**config.mk**
```make
export PLATFORM = sky130hd
export DESIGN_NAME = tone_burst_generator
export DESIGN_NICKNAME = d
export VERILOG_FILES = /design/src/rtl/tone_burst_generator.sv
export SDC_FILE = /design/constraint.sdc
export NUM_CORES = 1
export LEC_CHECK = 0
export ABC_AREA = 1
export CAP_MARGIN = 30
export CORE_MARGIN = 2
export CORE_UTILIZATION = 35
export DETAILED_ROUTE_END_ITERATION = 6
export GPL_TIMING_DRIVEN = 0
export SLEW_MARGIN = 5
export SYNTH_ARGS = -nofsm -noshare
export SYNTH_HDL_FRONTEND = slang
export SYNTH_SLANG_ARGS = --single-unit
export TNS_END_PERCENT = 20
```
**constraint.sdc**
```tcl
create_clock -name clk -period 1.5 [get_ports clk]
set_input_delay 0.3 -clock clk [delete_from_list [all_inputs] [get_ports clk]]
set_output_delay 0.3 -clock clk [all_outputs]
set_load 0.01 [all_outputs]
```
**src/rtl/tone_burst_generator.sv**
```systemverilog
// Tone burst generator: emits a square-wave burst whose half-period encodes a
// direction code, then holds a silent gap before signalling completion.
//
// state | meaning
// ------+----------------------------------------------------------------
// IDLE  | waiting for start; toneOut low, busy low
// TONE  | square wave running; half/period down-counters active
// GAP   | toneOut held low for GAP_CLKS clocks, then done pulse to IDLE
module tone_burst_generator #(
  parameter int unsigned HALF_PER_1    = 12500,
  parameter int unsigned HALF_PER_2    = 8333,
  parameter int unsigned HALF_PER_3    = 6250,
  parameter int unsigned HALF_PER_4    = 5000,
  parameter int unsigned BURST_PERIODS = 200,
  parameter int unsigned GAP_CLKS      = 250000,
  parameter int unsigned CNT_W         = 24
) (
  input  logic       clk,
  input  logic       rst,
  input  logic       start,
  input  logic [2:0] toneDir,
  input  logic       abort,
  output logic       toneOut,
  output logic       busy,
  output logic       done,
  output logic       err
);

  typedef enum logic [1:0] {IDLE, TONE, GAP} state_t;

  localparam logic [CNT_W-1:0] ONE = CNT_W'(1);

  state_t           state, state_n;
  logic [CNT_W-1:0] half_reg, half_reg_n;
  logic [CNT_W-1:0] half_cnt, half_cnt_n;
  logic [CNT_W-1:0] per_cnt, per_cnt_n;
  logic [CNT_W-1:0] gap_cnt, gap_cnt_n;
  logic             tone_n, busy_n, done_n, err_n;
  logic [CNT_W-1:0] half_sel;
  logic             dir_ok;

  // Map the direction code onto its half-period; codes outside 1..4 are rejected.
  always_comb begin
    half_sel = '0;
    dir_ok   = 1'b1;
    case (toneDir)
      3'd1:    half_sel = CNT_W'(HALF_PER_1);
      3'd2:    half_sel = CNT_W'(HALF_PER_2);
      3'd3:    half_sel = CNT_W'(HALF_PER_3);
      3'd4:    half_sel = CNT_W'(HALF_PER_4);
      default: dir_ok   = 1'b0;
    endcase
  end

  // Next-state and next-output logic; outputs are computed here and registered below.
  always_comb begin
    state_n    = state;
    half_reg_n = half_reg;
    half_cnt_n = half_cnt;
    per_cnt_n  = per_cnt;
    gap_cnt_n  = gap_cnt;
    tone_n     = toneOut;
    busy_n     = busy;
    done_n     = 1'b0;
    err_n      = 1'b0;
    case (state)
      IDLE: begin
        tone_n = 1'b0;
        busy_n = 1'b0;
        if (start) begin
          if (dir_ok) begin
            state_n    = TONE;
            half_reg_n = half_sel;
            half_cnt_n = half_sel;
            per_cnt_n  = CNT_W'(BURST_PERIODS);
            tone_n     = 1'b1;
            busy_n     = 1'b1;
          end else begin
            err_n = 1'b1;
          end
        end
      end
      TONE: begin
        if (abort) begin
          state_n = IDLE;
          tone_n  = 1'b0;
          busy_n  = 1'b0;
        end else if (half_cnt == ONE) begin
          half_cnt_n = half_reg;
          if (toneOut) begin
            tone_n = 1'b0;
          end else if (per_cnt == ONE) begin
            // Last low half finished: the gap starts on the next clock.
            state_n   = GAP;
            tone_n    = 1'b0;
            gap_cnt_n = CNT_W'(GAP_CLKS);
          end else begin
            per_cnt_n = per_cnt - ONE;
            tone_n    = 1'b1;
          end
        end else begin
          half_cnt_n = half_cnt - ONE;
        end
      end
      GAP: begin
        tone_n = 1'b0;
        if (abort) begin
          state_n = IDLE;
          busy_n  = 1'b0;
        end else if (gap_cnt == ONE) begin
          state_n = IDLE;
          busy_n  = 1'b0;
          done_n  = 1'b1;
        end else begin
          gap_cnt_n = gap_cnt - ONE;
        end
      end
      default: begin
        state_n = IDLE;
        tone_n  = 1'b0;
        busy_n  = 1'b0;
      end
    endcase
  end

  // State, counter and output registers with synchronous reset.
  always_ff @(posedge clk) begin
    if (rst) begin
      state    <= IDLE;
      half_reg <= '0;
      half_cnt <= '0;
      per_cnt  <= '0;
      gap_cnt  <= '0;
      toneOut  <= 1'b0;
      busy     <= 1'b0;
      done     <= 1'b0;
      err      <= 1'b0;
    end else begin
      state    <= state_n;
      half_reg <= half_reg_n;
      half_cnt <= half_cnt_n;
      per_cnt  <= per_cnt_n;
      gap_cnt  <= gap_cnt_n;
      toneOut  <= tone_n;
      busy     <= busy_n;
      done     <= done_n;
      err      <= err_n;
    end
  end

endmodule
```
==> flow_metrics.env, run 1 <==
export IMPL_maxSlewHeadroom=0.569
export IMPL_r2r_start="half_cnt[3]"
export IMPL_antenna_found_initial=0
export IMPL_synthesis_area_per_instance_sq_um=6.33
export IMPL_cts_buffers=9
export IMPL_crit_type="reg -> reg"
export IMPL_first_iter_violations=393
export IMPL_fin_tns_setup_ns=-9.83
export IMPL_seq_power_share=0.348
export IMPL_cts_root_buffer="clkbuf_16"
export IMPL_fp_dieW_microns=130
export IMPL_die_h_microns=130
export IMPL_final_common_cell="nand2_1"
export IMPL_dr_total_vias=5707
export IMPL_worstMarginPinSlew_ns=0.647
export IMPL_status="finished, violations left"
export IMPL_crit_path_end="gap_cnt[17]"
export IMPL_max_stage_delay_ns=0.36
export IMPL_setup_viol=75
export IMPL_rr_worst_depth=10
export IMPL_routedWlPerCell_microns=14.2
export IMPL_worstPathMaxFanout=6
export IMPL_area_growth_pct=31.6
export IMPL_drv_cap=0
export IMPL_top_regs="gap_cnt: 24 flops, half_cnt: 24 flops, per_cnt: 24 flops"
export IMPL_portBuffers=10
export IMPL_drt_total_wl_mm=16.5
export IMPL_path_depth=10
export IMPL_slowest_stage="dfxtp_1"
export IMPL_first_pass_iters=5
export IMPL_ys_seq_elements=87
export IMPL_grt_pass1_wl_mm=25.8
export IMPL_synth_area_leaders="dfxtp_1, nand2_1, nor2_1, a21oi_1, xor2_1"
export IMPL_worstSkewPairLatency_ns=0.36
export IMPL_p_leak_nw=3.38
export IMPL_fin_area_sq_mm=0.00728
export IMPL_clkPwrFrac=0.294
export IMPL_cts_tree="done"
export IMPL_synthesis_nets=887
export IMPL_globalplace_congestion=0.918
export IMPL_grt_pass1_vias=5149
export IMPL_die_area_sq_mm=0.0168
export IMPL_async_reset_ff_frac=0
export IMPL_htree_levels=3
export IMPL_grt_usage=0.192
export IMPL_netlist_area_sq_mm=0.00553
export IMPL_violations="negative setup slack"
export IMPL_hold_viol=0
export IMPL_crit_buf_inv=2
export IMPL_r2r_end="gap_cnt[17]"
export IMPL_layout_worst_path_cycle_share=1.15
export IMPL_p_per_area_mw_per_mm2=1030
export IMPL_antenna_cells=0
export IMPL_rows=45
export IMPL_cp_required_ns=1.73
export IMPL_multiInputGateArea_sq_mm=0.00384
export IMPL_slew_viol_final=0
export IMPL_pwr_share_comb=0.358
export IMPL_yosys_area_top_type_share=0.315
export IMPL_worst_ep_arrival_time_ns=1.96
export IMPL_critPathTopFamily="simple AND/OR/NAND/NOR gates"
export IMPL_holdBufCountCts=0
export IMPL_final_setup_skew_ns=0.0113
export IMPL_fin_crit_ns=1.73
export IMPL_whs_ns=0.462
export IMPL_detail_route_antenna_nets=0
export IMPL_fp_coreArea_sq_mm=0.0153
export IMPL_hpwlAfterDp_mm=11.0
export IMPL_max_freq_ghz=0.578
export IMPL_synth_top_cell_by_area="dfxtp_1"
export IMPL_drive_gt1_frac=0.309
export IMPL_path_cells="nor2_2, nand3_2, nor2_4, nand4_4, nand2_4, buf_6, nand3_4, clkbuf_16, nand2_1, a21oi_2"
export IMPL_regArea_sq_mm=0.00180
export IMPL_total_power_w=0.00751
export IMPL_grt_overflow_total=0
export IMPL_p_sw_w=0.00274
export IMPL_worstSetupStartpointType="flop"
export IMPL_ys_types=38
export IMPL_synthCells=874
export IMPL_nFillCells=1592
export IMPL_io_pins=11
export IMPL_yosys_warnings=0
export IMPL_swShare=0.365
export IMPL_cts_path_max_buffers=2
export IMPL_place_ws_ns=-0.701
export IMPL_timing_final_ws_setup_ns=-0.230
export IMPL_path_clk_slew_ns=0.06
export IMPL_internal_power_w=0.00477
export IMPL_vias_per_cell=4.93
export IMPL_grt_max_degree=15
export IMPL_grt_setup_unrepaired="yes"
export IMPL_final_cell_mix="nand2_1, nor2_1, inv_1"
export IMPL_drcViolationCount=0
export IMPL_endpoint_kind="flop"
export IMPL_ys_seq_area_frac=0.315
export IMPL_crit_path_start="half_cnt[3]"
export IMPL_hp_class="reg -> reg"
export IMPL_synth_edf_count=0
export IMPL_cts_sinks=87
export IMPL_ir_worst_vdd_mv=0.877
export IMPL_dpl_instance_area_sq_mm=0.00590
export IMPL_ys_flop_type="dfxtp_1"
export IMPL_layout_nets=954
export IMPL_initial_core_util=0.361
export IMPL_rrSetupSlack_ns=-0.23
through the flow:
stage / util / cells
2_1_floorplan: - / 874
3_3_place_gp: 0.385 / 1095
3_5_place_dp: 0.385 / 1095
4_1_cts: 0.424 / 1121
5_1_grt: 0.475 / 1157
6_report: 0.475 / 1157
layer usage:
| layer | GRT usage | up-vias | share of wire |
|---|---|---|---|
| li1 | - | 2937 | - |
| met2 | 0.304 | 109 | 0.46 |
| met4 | 0.0430 | 0 | 0.0087 |
| met3 | 0.0426 | 13 | 0.037 |
| met1 | 0.267 | 2648 | 0.50 |
| met5 | 0 | - | 0 |
power by group through the flow:
stage | registers, W | clock network [W] | logic (W)
3_3_place_gp | 0.00262 | 0 | 0.00205
6_report | 0.00261 | 0.00221 | 0.00269
2_1_floorplan | 0.00259 | 0 | 0.00162
5_1_grt | 0.00262 | 0.00234 | 0.00299
4_1_cts | 0.00258 | 0.00228 | 0.00223
3_5_place_dp | 0.00262 | 0 | 0.00206
repair_timing:
action | 4_1_cts | 5_1_grt
gates cloned | 2 | 5
pin swaps | 5 | 39
buffers inserted | 8 | 31
gates resized for setup | 79 | 154
setup endpoints to repair | 85 | 87
endpoints found under the hold margin | 0 | 0
worst min path at each step:
stage	from	end	slack, ns	cells after the start
2_1_floorplan	half_reg[9]	half_reg[9]	0.43	2
3_3_place_gp	half_reg[9]	half_reg[9]	0.45	2
3_5_place_dp	half_reg[9]	half_reg[9]	0.45	2
4_1_cts	half_reg[9]	half_reg[9]	0.46	2
5_1_grt	half_reg[9]	half_reg[9]	0.47	2
6_report	busy	busy	0.46	2
kinds of logic (layout without fill, tap and decap cells):
family | Yosys count | in the layout | share of synthesized area
compound gates | 108 | 108 | 0.110
flops | 87 | 87 | 0.315
buf+inv | 95 | 166 | 0.0756
simple gates | 542 | 543 | 0.429
fa+ha+maj | 6 | 6 | 0.0136
xor+xnor | 36 | 36 | 0.0570
synthesized netlist by cell type, types with 6 or more instances:
master    number
or2_2          7
a21oi_1       59
nand2_1      230
nor2_2        14
inv_1         60
ha_1           6
a21oi_2       11
clkbuf_1      12
nand4_1       26
o21ai_0       25
nor2_1       171
xor2_1        33
dfxtp_1       87
nand2_2       18
buf_2          6
inv_2          6
nand3_1       52
nor3_1         9
worst register-to-register path: cells and delay by family (launching register included):
family	cells	cell delay, ns
simple gates	7	0.86
flops	1	0.36
buf+inv	2	0.33
compound gates	1	0.05
final cells by class:
type	count	area share
well taps	211	0.0363
repair buffers	55	0.0794
plain buffers	27	0.0330
flip-flops and latches	87	0.247
clock inverters	5	0.00430
clock buffers	11	0.0347
inverters	68	0.0380
multi-input cells	693	0.527
(Power assumes the default switching activity.)
==> run 2: changes to the inputs <==
Settings changed: SETUP_SLACK_MARGIN set to 0.02.
==> run 2 against run 1 <==
- the flow still finishes with violations (negative setup slack)
- final area is essentially flat
- via count about the same
- non-clock buffer count did not move
- critical path type unchanged
- wire length shrank 0.22%
- maximum frequency is essentially flat
- critical endpoint is now gap_cnt[22]
- highest routed layer unchanged
- critical path depth is 2 lower
- flip-flop and latch count unchanged
- register-to-register slack is essentially flat
- hold slack about the same
==> flow_metrics.env, run 2 (synthesized netlist as in run 1, its figures left out) <==
export IMPL_rows=45
export IMPL_swShare=0.365
export IMPL_final_common_cell="nand2_1"
export IMPL_holdBufCountCts=0
export IMPL_routedWlPerCell_microns=14.2
export IMPL_grt_setup_unrepaired="yes"
export IMPL_grt_pass1_wl_mm=25.8
export IMPL_ir_worst_vdd_mv=0.877
export IMPL_area_growth_pct=31.6
export IMPL_layout_worst_path_cycle_share=1.15
export IMPL_drt_total_wl_mm=16.4
export IMPL_detail_route_antenna_nets=0
export IMPL_portBuffers=10
export IMPL_cts_root_buffer="clkbuf_16"
export IMPL_endpoint_kind="flop"
export IMPL_first_iter_violations=418
export IMPL_max_freq_ghz=0.579
export IMPL_initial_core_util=0.361
export IMPL_status="finished, violations left"
export IMPL_htree_levels=3
export IMPL_path_clk_slew_ns=0.06
export IMPL_hold_viol=0
export IMPL_fp_dieW_microns=130
export IMPL_drv_cap=0
export IMPL_critPathTopFamily="simple AND/OR/NAND/NOR gates"
export IMPL_cp_required_ns=1.79
export IMPL_cts_tree="done"
export IMPL_p_leak_nw=3.36
export IMPL_cts_buffers=9
export IMPL_crit_type="reg -> reg"
export IMPL_hp_class="reg -> reg"
export IMPL_layout_nets=954
export IMPL_wl_met2_mm=7.53
export IMPL_maxSlewHeadroom=0.566
export IMPL_top_regs="gap_cnt: 24 flops, half_cnt: 24 flops, per_cnt: 24 flops"
export IMPL_whs_ns=0.462
export IMPL_slew_viol_final=0
export IMPL_worstMarginPinSlew_ns=0.651
export IMPL_io_pins=11
export IMPL_fp_coreArea_sq_mm=0.0153
export IMPL_fin_crit_ns=1.73
export IMPL_total_power_w=0.00750
export IMPL_final_util=0.475
export IMPL_dpl_cell_count=1095
export IMPL_globalplace_congestion=0.918
export IMPL_path_cells="inv_1, ha_2, nand2_2, nor2_4, nand4_1, a21oi_1, nand2_2, a21oi_2"
export IMPL_final_setup_skew_ns=0.0115
export IMPL_multiInputGateArea_sq_mm=0.00384
export IMPL_worstSetupStartpointType="flop"
export IMPL_max_stage_delay_ns=0.36
export IMPL_first_pass_iters=5
export IMPL_nFillCells=1592
export IMPL_hpwlAfterDp_mm=11.0
export IMPL_regArea_sq_mm=0.00180
export IMPL_worstPathMaxFanout=8
export IMPL_p_per_area_mw_per_mm2=1030
export IMPL_slowest_stage="dfxtp_2"
export IMPL_cts_path_max_buffers=2
export IMPL_drcViolationCount=0
export IMPL_grt_usage=0.192
export IMPL_crit_buf_inv=1
export IMPL_grt_overflow_total=0
export IMPL_worstSkewPairLatency_ns=0.36
export IMPL_dr_total_vias=5703
export IMPL_wl_met1_mm=8.17
export IMPL_pwr_share_comb=0.359
export IMPL_die_area_sq_mm=0.0168
export IMPL_vias_per_cell=4.93
export IMPL_routed_top_layer="met4"
export IMPL_violations="negative setup slack"
export IMPL_clkPwrFrac=0.294
export IMPL_cts_sinks=87
export IMPL_antenna_cells=0
export IMPL_fin_cells=1157
export IMPL_fin_tns_setup_ns=-9.40
export IMPL_final_cell_mix="nand2_1, nor2_1, inv_1"
export IMPL_antenna_found_initial=0
export IMPL_cp_common_cell="nand2_2"
export IMPL_p_sw_w=0.00274
export IMPL_seq_power_share=0.348
export IMPL_grt_max_degree=15
export IMPL_internal_power_w=0.00477
export IMPL_timing_final_ws_setup_ns=-0.228
export IMPL_setup_viol=74
export IMPL_die_h_microns=130
export IMPL_wl_met3_microns=553
export IMPL_worst_ep_arrival_time_ns=2.02
export IMPL_grt_pass1_vias=5149
export IMPL_drive_gt1_frac=0.309
run 2: power groups by stage:
stage | logic [W] | clock network (W) | registers (W)
2_1_floorplan | 0.00162 | 0 | 0.00259
5_1_grt | 0.00299 | 0.00234 | 0.00262
6_report | 0.00269 | 0.00220 | 0.00261
3_5_place_dp | 0.00206 | 0 | 0.00262
4_1_cts | 0.00223 | 0.00228 | 0.00258
3_3_place_gp | 0.00205 | 0 | 0.00262
run 2: metal layers:
| layer | up-vias | GRT usage |
|---|---|---|
| li1 | 2934 | - |
| met1 | 2655 | 0.267 |
| met2 | 99 | 0.304 |
| met3 | 15 | 0.0426 |
| met4 | 0 | 0.0430 |
| met5 | - | 0 |
run 2: tightest hold or removal path, delay by kind of cell, from the launching register on:
family           cells  cell delay (ns)
flip-flops           1             0.31
AND/OR/NAND/NOR      1             0.06
AO/OA/AOI/OAI        1             0.05
run 2: final cells by class:
type	count	area share
plain buffers	27	0.0330
clock buffers	11	0.0347
clock inverters	5	0.00430
inverters	68	0.0380
multi-input cells	693	0.527
flip-flops and latches	87	0.247
well taps	211	0.0363
repair buffers	55	0.0789
run 2: timing repair:
| action | CTS | global route |
|---|---|---|
| resized for setup | 80 | 153 |
| gates cloned | 2 | 5 |
| pin swaps | 5 | 39 |
| endpoints found under the hold margin | 0 | 0 |
| setup endpoints to repair | 88 | 86 |
| setup buffers | 8 | 31 |
run 2: per-stage QoR:
step | area [sq um] | setup slack, ns
3_5_place_dp | 5900 | -0.701
4_1_cts | 6500 | -0.225
5_1_grt | 7280 | -0.313
2_1_floorplan | 5540 | -0.00530
6_report | 7280 | -0.228
3_3_place_gp | 5900 | -0.708
run 2: worst paths after layout:
path	startpoint	end	slack [ns]	depth (start not counted)
hold / removal	busy	busy	0.46	2
hold reg to reg	busy	busy	0.46	2
setup reg to reg	gap_cnt[0]	gap_cnt[22]	-0.23	8
setup / recovery	gap_cnt[0]	gap_cnt[22]	-0.23	8
